===== src/rtl/blackjack_pkg.sv =====
// blackjack_pkg: shared state encodings, limits and widths for the blackjack game
package blackjack_pkg;
  localparam int MONEY_W = 4;
  localparam int CARD_W = 4;
  localparam int TOTAL_W = 6;
  localparam int BUST_LIMIT = 21;
  typedef enum logic [7:0] {
    IDLE    = 8'b00000001,
    BET     = 8'b00000010,
    DEAL    = 8'b00000100,
    P1_TURN = 8'b00001000,
    P1_DRAW = 8'b00010000,
    P2_TURN = 8'b00100000,
    P2_DRAW = 8'b01000000,
    RESULT  = 8'b10000000
  } state_t;
endpackage


===== src/rtl/blackjack_round_ctrl_if.sv =====
// blackjack_round_ctrl_if: buttons, card handshake, calculator results and game status
interface blackjack_round_ctrl_if;
  import blackjack_pkg::*;
  logic btn_bet, btn_hit, btn_stand, btn_next;
  logic card_valid, card_req;
  logic [CARD_W-1:0] card_value;
  logic [MONEY_W-1:0] player1_newmoney, player2_newmoney;
  logic [7:0] state;
  logic [TOTAL_W-1:0] player1_card, player2_card;
  logic [MONEY_W-1:0] player1_money, player2_money, game_money;
  logic game_over;
  modport master(
    output btn_bet, btn_hit, btn_stand, btn_next, card_valid, card_value,
           player1_newmoney, player2_newmoney,
    input  state, card_req, player1_card, player2_card, player1_money, player2_money,
           game_money, game_over
  );
  modport slave(
    input  btn_bet, btn_hit, btn_stand, btn_next, card_valid, card_value,
           player1_newmoney, player2_newmoney,
    output state, card_req, player1_card, player2_card, player1_money, player2_money,
           game_money, game_over
  );
endinterface


===== src/rtl/card_scorer.sv =====
// card_scorer: maps a card rank to its point value; aces count 1, faces and out-of-range ranks 10
module card_scorer
  import blackjack_pkg::*;
(
  input  logic [CARD_W-1:0] rank,
  output logic [CARD_W-1:0] points
);
  always_comb points = (rank == '0) ? CARD_W'(1) : (rank >= CARD_W'(10)) ? CARD_W'(10) : rank;
endmodule


===== src/rtl/blackjack_round_ctrl.sv =====
// blackjack_round_ctrl: round sequencer owning banks, bet and card totals for two players
module blackjack_round_ctrl
  import blackjack_pkg::*;
#(
  parameter int INIT_MONEY = 8
) (
  input logic clk,
  input logic rst_n,
  blackjack_round_ctrl_if.slave bus
);
  state_t state_q, state_d;
  logic [1:0] deal_cnt;
  logic [CARD_W-1:0] pts;
  logic [TOTAL_W-1:0] p1_card, p2_card, p1_sum, p2_sum;
  logic [MONEY_W-1:0] p1_money, p2_money, game_money, hi, lo, room, max_bet;
  logic game_over, take;
  card_scorer u_scorer (.rank(bus.card_value), .points(pts));
  assign bus.card_req = state_q inside {DEAL, P1_DRAW, P2_DRAW};
  assign take = bus.card_req & bus.card_valid;
  assign p1_sum = p1_card + TOTAL_W'(pts);
  assign p2_sum = p2_card + TOTAL_W'(pts);
  // the bet may not exceed either bank nor push the richer bank past 15
  assign hi = (p1_money > p2_money) ? p1_money : p2_money;
  assign lo = (p1_money > p2_money) ? p2_money : p1_money;
  assign room = MONEY_W'(15) - hi;
  assign max_bet = (lo < room) ? lo : room;
  assign bus.state = state_q;
  assign bus.player1_card = p1_card;
  assign bus.player2_card = p2_card;
  assign bus.player1_money = p1_money;
  assign bus.player2_money = p2_money;
  assign bus.game_money = game_money;
  assign bus.game_over = game_over;
  always_ff @(posedge clk or negedge rst_n)
    if (!rst_n) state_q <= IDLE;
    else state_q <= state_d;
  always_comb begin
    state_d = state_q;
    case (state_q)
      IDLE:    state_d = (bus.btn_next && !game_over) ? BET : IDLE;
      BET:     state_d = (bus.btn_next && game_money != '0) ? DEAL : BET;
      DEAL:    state_d = (take && deal_cnt == 2'd3) ? P1_TURN : DEAL;
      P1_TURN: state_d = bus.btn_stand ? P2_TURN : bus.btn_hit ? P1_DRAW : P1_TURN;
      P1_DRAW: state_d = !take ? P1_DRAW : (p1_sum > TOTAL_W'(BUST_LIMIT)) ? P2_TURN : P1_TURN;
      P2_TURN: state_d = bus.btn_stand ? RESULT : bus.btn_hit ? P2_DRAW : P2_TURN;
      P2_DRAW: state_d = !take ? P2_DRAW : (p2_sum > TOTAL_W'(BUST_LIMIT)) ? RESULT : P2_TURN;
      RESULT:  state_d = bus.btn_next ? IDLE : RESULT;
      default: state_d = IDLE;
    endcase
  end
  always_ff @(posedge clk or negedge rst_n)
    if (!rst_n) begin
      p1_money <= MONEY_W'(INIT_MONEY);
      p2_money <= MONEY_W'(INIT_MONEY);
      game_money <= '0;
      game_over <= 1'b0;
      p1_card <= '0;
      p2_card <= '0;
      deal_cnt <= '0;
    end else begin
      if (state_q == IDLE && state_d == BET) begin
        p1_card <= '0;
        p2_card <= '0;
      end
      if (state_q == BET && bus.btn_bet && game_money < max_bet) game_money <= game_money + MONEY_W'(1);
      // deal alternates P1, P2, P1, P2 on the counter's low bit
      if (take && (state_q == P1_DRAW || (state_q == DEAL && !deal_cnt[0]))) p1_card <= p1_sum;
      if (take && (state_q == P2_DRAW || (state_q == DEAL && deal_cnt[0]))) p2_card <= p2_sum;
      if (take && state_q == DEAL) deal_cnt <= deal_cnt + 2'd1;
      if (state_q == RESULT && bus.btn_next) begin
        p1_money <= bus.player1_newmoney;
        p2_money <= bus.player2_newmoney;
        game_money <= '0;
        game_over <= (bus.player1_newmoney == '0) || (bus.player2_newmoney == '0);
      end
    end
endmodule

===== src/flat_wrapper.sv =====
// flat-port wrapper written by rule: the top's interface ports become plain ports
module blackjack_round_ctrl_flat import blackjack_pkg::*;
#(
  parameter int INIT_MONEY = 8
)
  (clk, rst_n, bus_btn_bet, bus_btn_hit, bus_btn_stand, bus_btn_next, bus_card_valid, bus_card_value, bus_player1_newmoney, bus_player2_newmoney, bus_state, bus_card_req, bus_player1_card, bus_player2_card, bus_player1_money, bus_player2_money, bus_game_money, bus_game_over);
  blackjack_round_ctrl_if bus_i ();
  input logic clk;
  input logic rst_n;
  input wire logic [$bits(bus_i.btn_bet)-1:0] bus_btn_bet;
  input wire logic [$bits(bus_i.btn_hit)-1:0] bus_btn_hit;
  input wire logic [$bits(bus_i.btn_stand)-1:0] bus_btn_stand;
  input wire logic [$bits(bus_i.btn_next)-1:0] bus_btn_next;
  input wire logic [$bits(bus_i.card_valid)-1:0] bus_card_valid;
  input wire logic [$bits(bus_i.card_value)-1:0] bus_card_value;
  input wire logic [$bits(bus_i.player1_newmoney)-1:0] bus_player1_newmoney;
  input wire logic [$bits(bus_i.player2_newmoney)-1:0] bus_player2_newmoney;
  output wire logic [$bits(bus_i.state)-1:0] bus_state;
  output wire logic [$bits(bus_i.card_req)-1:0] bus_card_req;
  output wire logic [$bits(bus_i.player1_card)-1:0] bus_player1_card;
  output wire logic [$bits(bus_i.player2_card)-1:0] bus_player2_card;
  output wire logic [$bits(bus_i.player1_money)-1:0] bus_player1_money;
  output wire logic [$bits(bus_i.player2_money)-1:0] bus_player2_money;
  output wire logic [$bits(bus_i.game_money)-1:0] bus_game_money;
  output wire logic [$bits(bus_i.game_over)-1:0] bus_game_over;
  assign bus_i.btn_bet = bus_btn_bet;
  assign bus_i.btn_hit = bus_btn_hit;
  assign bus_i.btn_stand = bus_btn_stand;
  assign bus_i.btn_next = bus_btn_next;
  assign bus_i.card_valid = bus_card_valid;
  assign bus_i.card_value = bus_card_value;
  assign bus_i.player1_newmoney = bus_player1_newmoney;
  assign bus_i.player2_newmoney = bus_player2_newmoney;
  assign bus_state = bus_i.state;
  assign bus_card_req = bus_i.card_req;
  assign bus_player1_card = bus_i.player1_card;
  assign bus_player2_card = bus_i.player2_card;
  assign bus_player1_money = bus_i.player1_money;
  assign bus_player2_money = bus_i.player2_money;
  assign bus_game_money = bus_i.game_money;
  assign bus_game_over = bus_i.game_over;
  blackjack_round_ctrl #(.INIT_MONEY(INIT_MONEY)) u_core (.clk(clk), .rst_n(rst_n), .bus(bus_i));
endmodule

===== config.mk =====
export PLATFORM = sky130hd
export DESIGN_NAME = blackjack_round_ctrl_flat
export DESIGN_NICKNAME = d
export VERILOG_FILES = /design/src/rtl/blackjack_pkg.sv /design/src/rtl/blackjack_round_ctrl_if.sv /design/src/rtl/card_scorer.sv /design/src/rtl/blackjack_round_ctrl.sv /design/src/flat_wrapper.sv
export SDC_FILE = /design/constraint.sdc
export NUM_CORES = 1
export LEC_CHECK = 0
export ABC_AREA = 1
export CAP_MARGIN = 10
export CORE_MARGIN = 1
export CORE_UTILIZATION = 30
export DETAILED_ROUTE_END_ITERATION = 6
export GPL_TIMING_DRIVEN = 0
export SKIP_LAST_GASP = 1
export SYNTH_ARGS = -nofsm -noshare
export SYNTH_HDL_FRONTEND = slang
export SYNTH_HIERARCHICAL = 1
export SYNTH_SLANG_ARGS = --single-unit

===== constraint.sdc =====
create_clock -name clk -period 3.45 [get_ports clk]
set_input_delay 0.345 -clock clk [delete_from_list [all_inputs] [get_ports clk]]
set_output_delay 0.345 -clock clk [all_outputs]
set_load 0.03 [all_outputs]

==> qor.csv <==
metric;value;unit
Starting Density;0.316;
Slew @ Worst Pin;769;ps
Synth top cells by count;nand2_1, inv_1, dfrtp_1;
Yosys top cell by area;dfrtp_1;
H-Tree Depth;2;
critical path arrival;3120;ps
antenna violations before repair;0;
Critical Path RT;3680;ps
Mapped Cells;314;
logic gate share of total power;0.338;
synthesized area per cell;7.95;um^2
Slew HR;0.487;
Rows;32;
Post-Synthesis Cell Area;2490;um^2
most instantiated library cell after synthesis;nand2_1;
Worst Path Buf+Inv;3;
largest family of logic cells by synthesized area;simple AND/OR/NAND/NOR gates;
area grow syn2layout;29.5;%
crit-path max FO;8;
Worst Hold Class;in2async;
post-CTS setup buffers;0;
Final min period;2900;ps
outcome;finished clean;
Setup Viol. Count Final;0;
Final Hold Fails;0;
drt drc;0;
Worst path slowest cell;dfstp_2;
vias per inst;4.67;
Psw;0.000459;W
Internal;0.000760;W
CTS Buffer Depth;2;
share of cells above drive strength 1;0.107;
Routed WL;5950;um
PortBufs;52;
# fillers;788;
fin util;0.410;
core area;7890;um^2
TritonCTS Buffers;5;
total negative slack;0;ps
fmax;345;MHz
sw frac;0.376;
Final period util;0.840;
Post-synth EDFFs;0;
post-detail-place hpwl;4790;um
Die X-Extent;93.2;um
routability-driven placement congestion ratio;0.816;
ys async rst share;1.00;
DR WL/cell;12.5;um
CTS tree;built;
register area share after synthesis;0.353;
clk_lat worst skew;290;ps
Critical Path Max Stage Delay;560;ps
Synth Area in Simple Gates;0.245;
grt total ovfl;0;
Ys Warns;6;
Compound-Gate Fraction of Synth Area;0.142;
RSZ-0062 raised after global routing;no;
CTS resizes;0;
Clock power frac;0.254;
WS Path Type;reg2reg;
Die ar.;8690;um^2
Area contributors post-synth;dfrtp_1, ha_1, nand2_1, inv_1, nand3_1;
CP delay by family, top;simple AND/OR/NAND/NOR gates;
most frequent CP cell;nand2_1;
Power Density;377;nW/um^2
Netlist cell types;38;
part of the power in registers;0.408;
Vias;2221;
die height;93.2;um
Synth Net Count;357;
Nets;416;
Sink Count;35;
global-route wire length before repair;9710;um
Slew Limit Fails;0;
R2R Setup Slk;550;ps
area share of the largest cell type after synthesis;0.321;
Tot GR Track Use;0.142;
n_diodes;0;
worst vdd ir;158;uV
Root Driver;clkbuf_8;
Worst Setup End Kind;flip-flop;
critical path, cell by cell;inv_1 -> ha_1 -> nand2_1 -> inv_1 -> nand2_1 -> nand2_1 -> nand2_1 -> inv_1 -> o21ai_0 -> a21oi_1 -> a31oi_1 -> ha_1 -> a2111oi_2 -> nand2_1 -> nand2_1 -> nand2_1 -> nor2_1;
Antenna Violating Nets Remaining;0;
xor and xnor fraction of the mapped netlist area;0.0386;
post-synthesis mux area share;0.00451;
vias in the first global route;2089;
flops & latches, synth;35;
post-synthesis adder-cell area fraction;0.126;
Initial DRC Count;106;
Hold-fix buffers, CTS;0;
prevailing post-synth register cell;dfrtp_1;
CP Launch Type;flip-flop;
Leak Pwr;1.51;nW
DRT Pass-1 Iters;4;
max_cap viols;0;
Setup Skew;6.88;ps
CTS clk-pin slew, worst paths;80;ps
I/O pin cnt;53;
largest net degree at the start of global routing;36;
## cell families after synthesis
family          Yosys count
flops                    35
xor+xnor                 11
compound gates           59
buf+inv                  60
mux                       1
fa+ha+maj                24
simple gates            124
## registers in the layout, summed over array words and instances, names as in the netlist
signal                    flops
u_core/bus.state              8
u_core/bus.player1_card       6
u_core/bus.player2_card       6
u_core/bus.game_money         4
u_core/bus.player1_money      4
u_core/bus.player2_money      4
u_core/deal_cnt               2
u_core/bus.game_over          1
## per-stage QoR
| step | hold WS [ps] | worst slack (ps) | power (W) | area [um^2] | std cells |
|---|---|---|---|---|---|
| after floorplan | 49.4 | 814 | 0.000774 | 2490 | 314 |
| after global placement | 494 | 631 | 0.000912 | 3140 | 468 |
| after detailed placement | 476 | 534 | 0.000919 | 3140 | 468 |
| after CTS | 153 | 507 | 0.00123 | 3230 | 476 |
| after global routing | 191 | 185 | 0.00130 | 3230 | 476 |
| final | 125 | 552 | 0.00122 | 3230 | 476 |
## power groups by stage
stage	clock network (W)	logic (W)	registers, W
6_report	0.000309	0.000412	0.000497
5_1_grt	0.000338	0.000455	0.000504
4_1_cts	0.000321	0.000414	0.000499
3_5_place_dp	0	0.000412	0.000507
3_3_place_gp	0	0.000406	0.000506
2_1_floorplan	0	0.000220	0.000554
## cell type report
type                    instances  area, um^2  area share
multi-input cells             219        1390       0.430
flip-flops and latches         35         880       0.272
repair buffers                 52         515       0.160
inverters                      57         215      0.0666
well taps                     102         128      0.0395
clock buffers                   5        68.8      0.0213
clock inverters                 3        23.8     0.00736
plain buffers                   3        11.3     0.00349
## path summary, 6_finish.rpt
path	start	to	cells after the start
setup / recovery	u_core/bus.player2_money[3]	u_core/bus.game_money[0]	17
hold / removal	rst_n	u_core/bus.player1_card[1]	1
setup reg to reg	u_core/bus.player2_money[3]	u_core/bus.game_money[0]	17
hold reg to reg	u_core/deal_cnt[1]	u_core/deal_cnt[1]	1
max in group asynchronous	rst_n	u_core/bus.game_money[2]	1
min in group clk	u_core/deal_cnt[1]	u_core/deal_cnt[1]	1
## layout by cell type (no fill, tap or decap), drive strengths merged, types with 3 or more instances in the layout
| cell | Yosys | layout |
|---|---|---|
| clkbuf | 3 | 8 |
| o22ai | 6 | 6 |
| clkdlybuf4s50 | 0 | 51 |
| dfrtp | 32 | 32 |
| nor4 | 5 | 5 |
| xor2 | 9 | 9 |
| nand2 | 63 | 63 |
| a21oi | 13 | 13 |
| nor2 | 25 | 25 |
| ha | 22 | 22 |
| inv | 56 | 57 |
| dfstp | 3 | 3 |
| nand3 | 23 | 23 |
| o21ai | 28 | 28 |
| nand4 | 6 | 6 |
## worst reg2reg max path: stages, from the launching register on
cell	delay, ps
dfstp_2	560
inv_1	70
ha_1	340
nand2_1	80
inv_1	50
nand2_1	40
nand2_1	90
nand2_1	170
inv_1	190
o21ai_0	110
a21oi_1	140
a31oi_1	70
ha_1	230
a2111oi_2	300
nand2_1	160
nand2_1	90
nand2_1	40
nor2_1	100
## per-layer routing
layer | global-route usage | part of all wire | wire length [um] | up-vias
li1 | - | - | - | 1147
met2 | 0.231 | 0.47 | 2800 | 44
met1 | 0.191 | 0.48 | 2880 | 1024
met4 | 0.0500 | 0.013 | 78 | 0
met3 | 0.0236 | 0.033 | 195 | 6
met5 | 0 | 0 | 0 | -
Power figures use the tool's default switching activity.
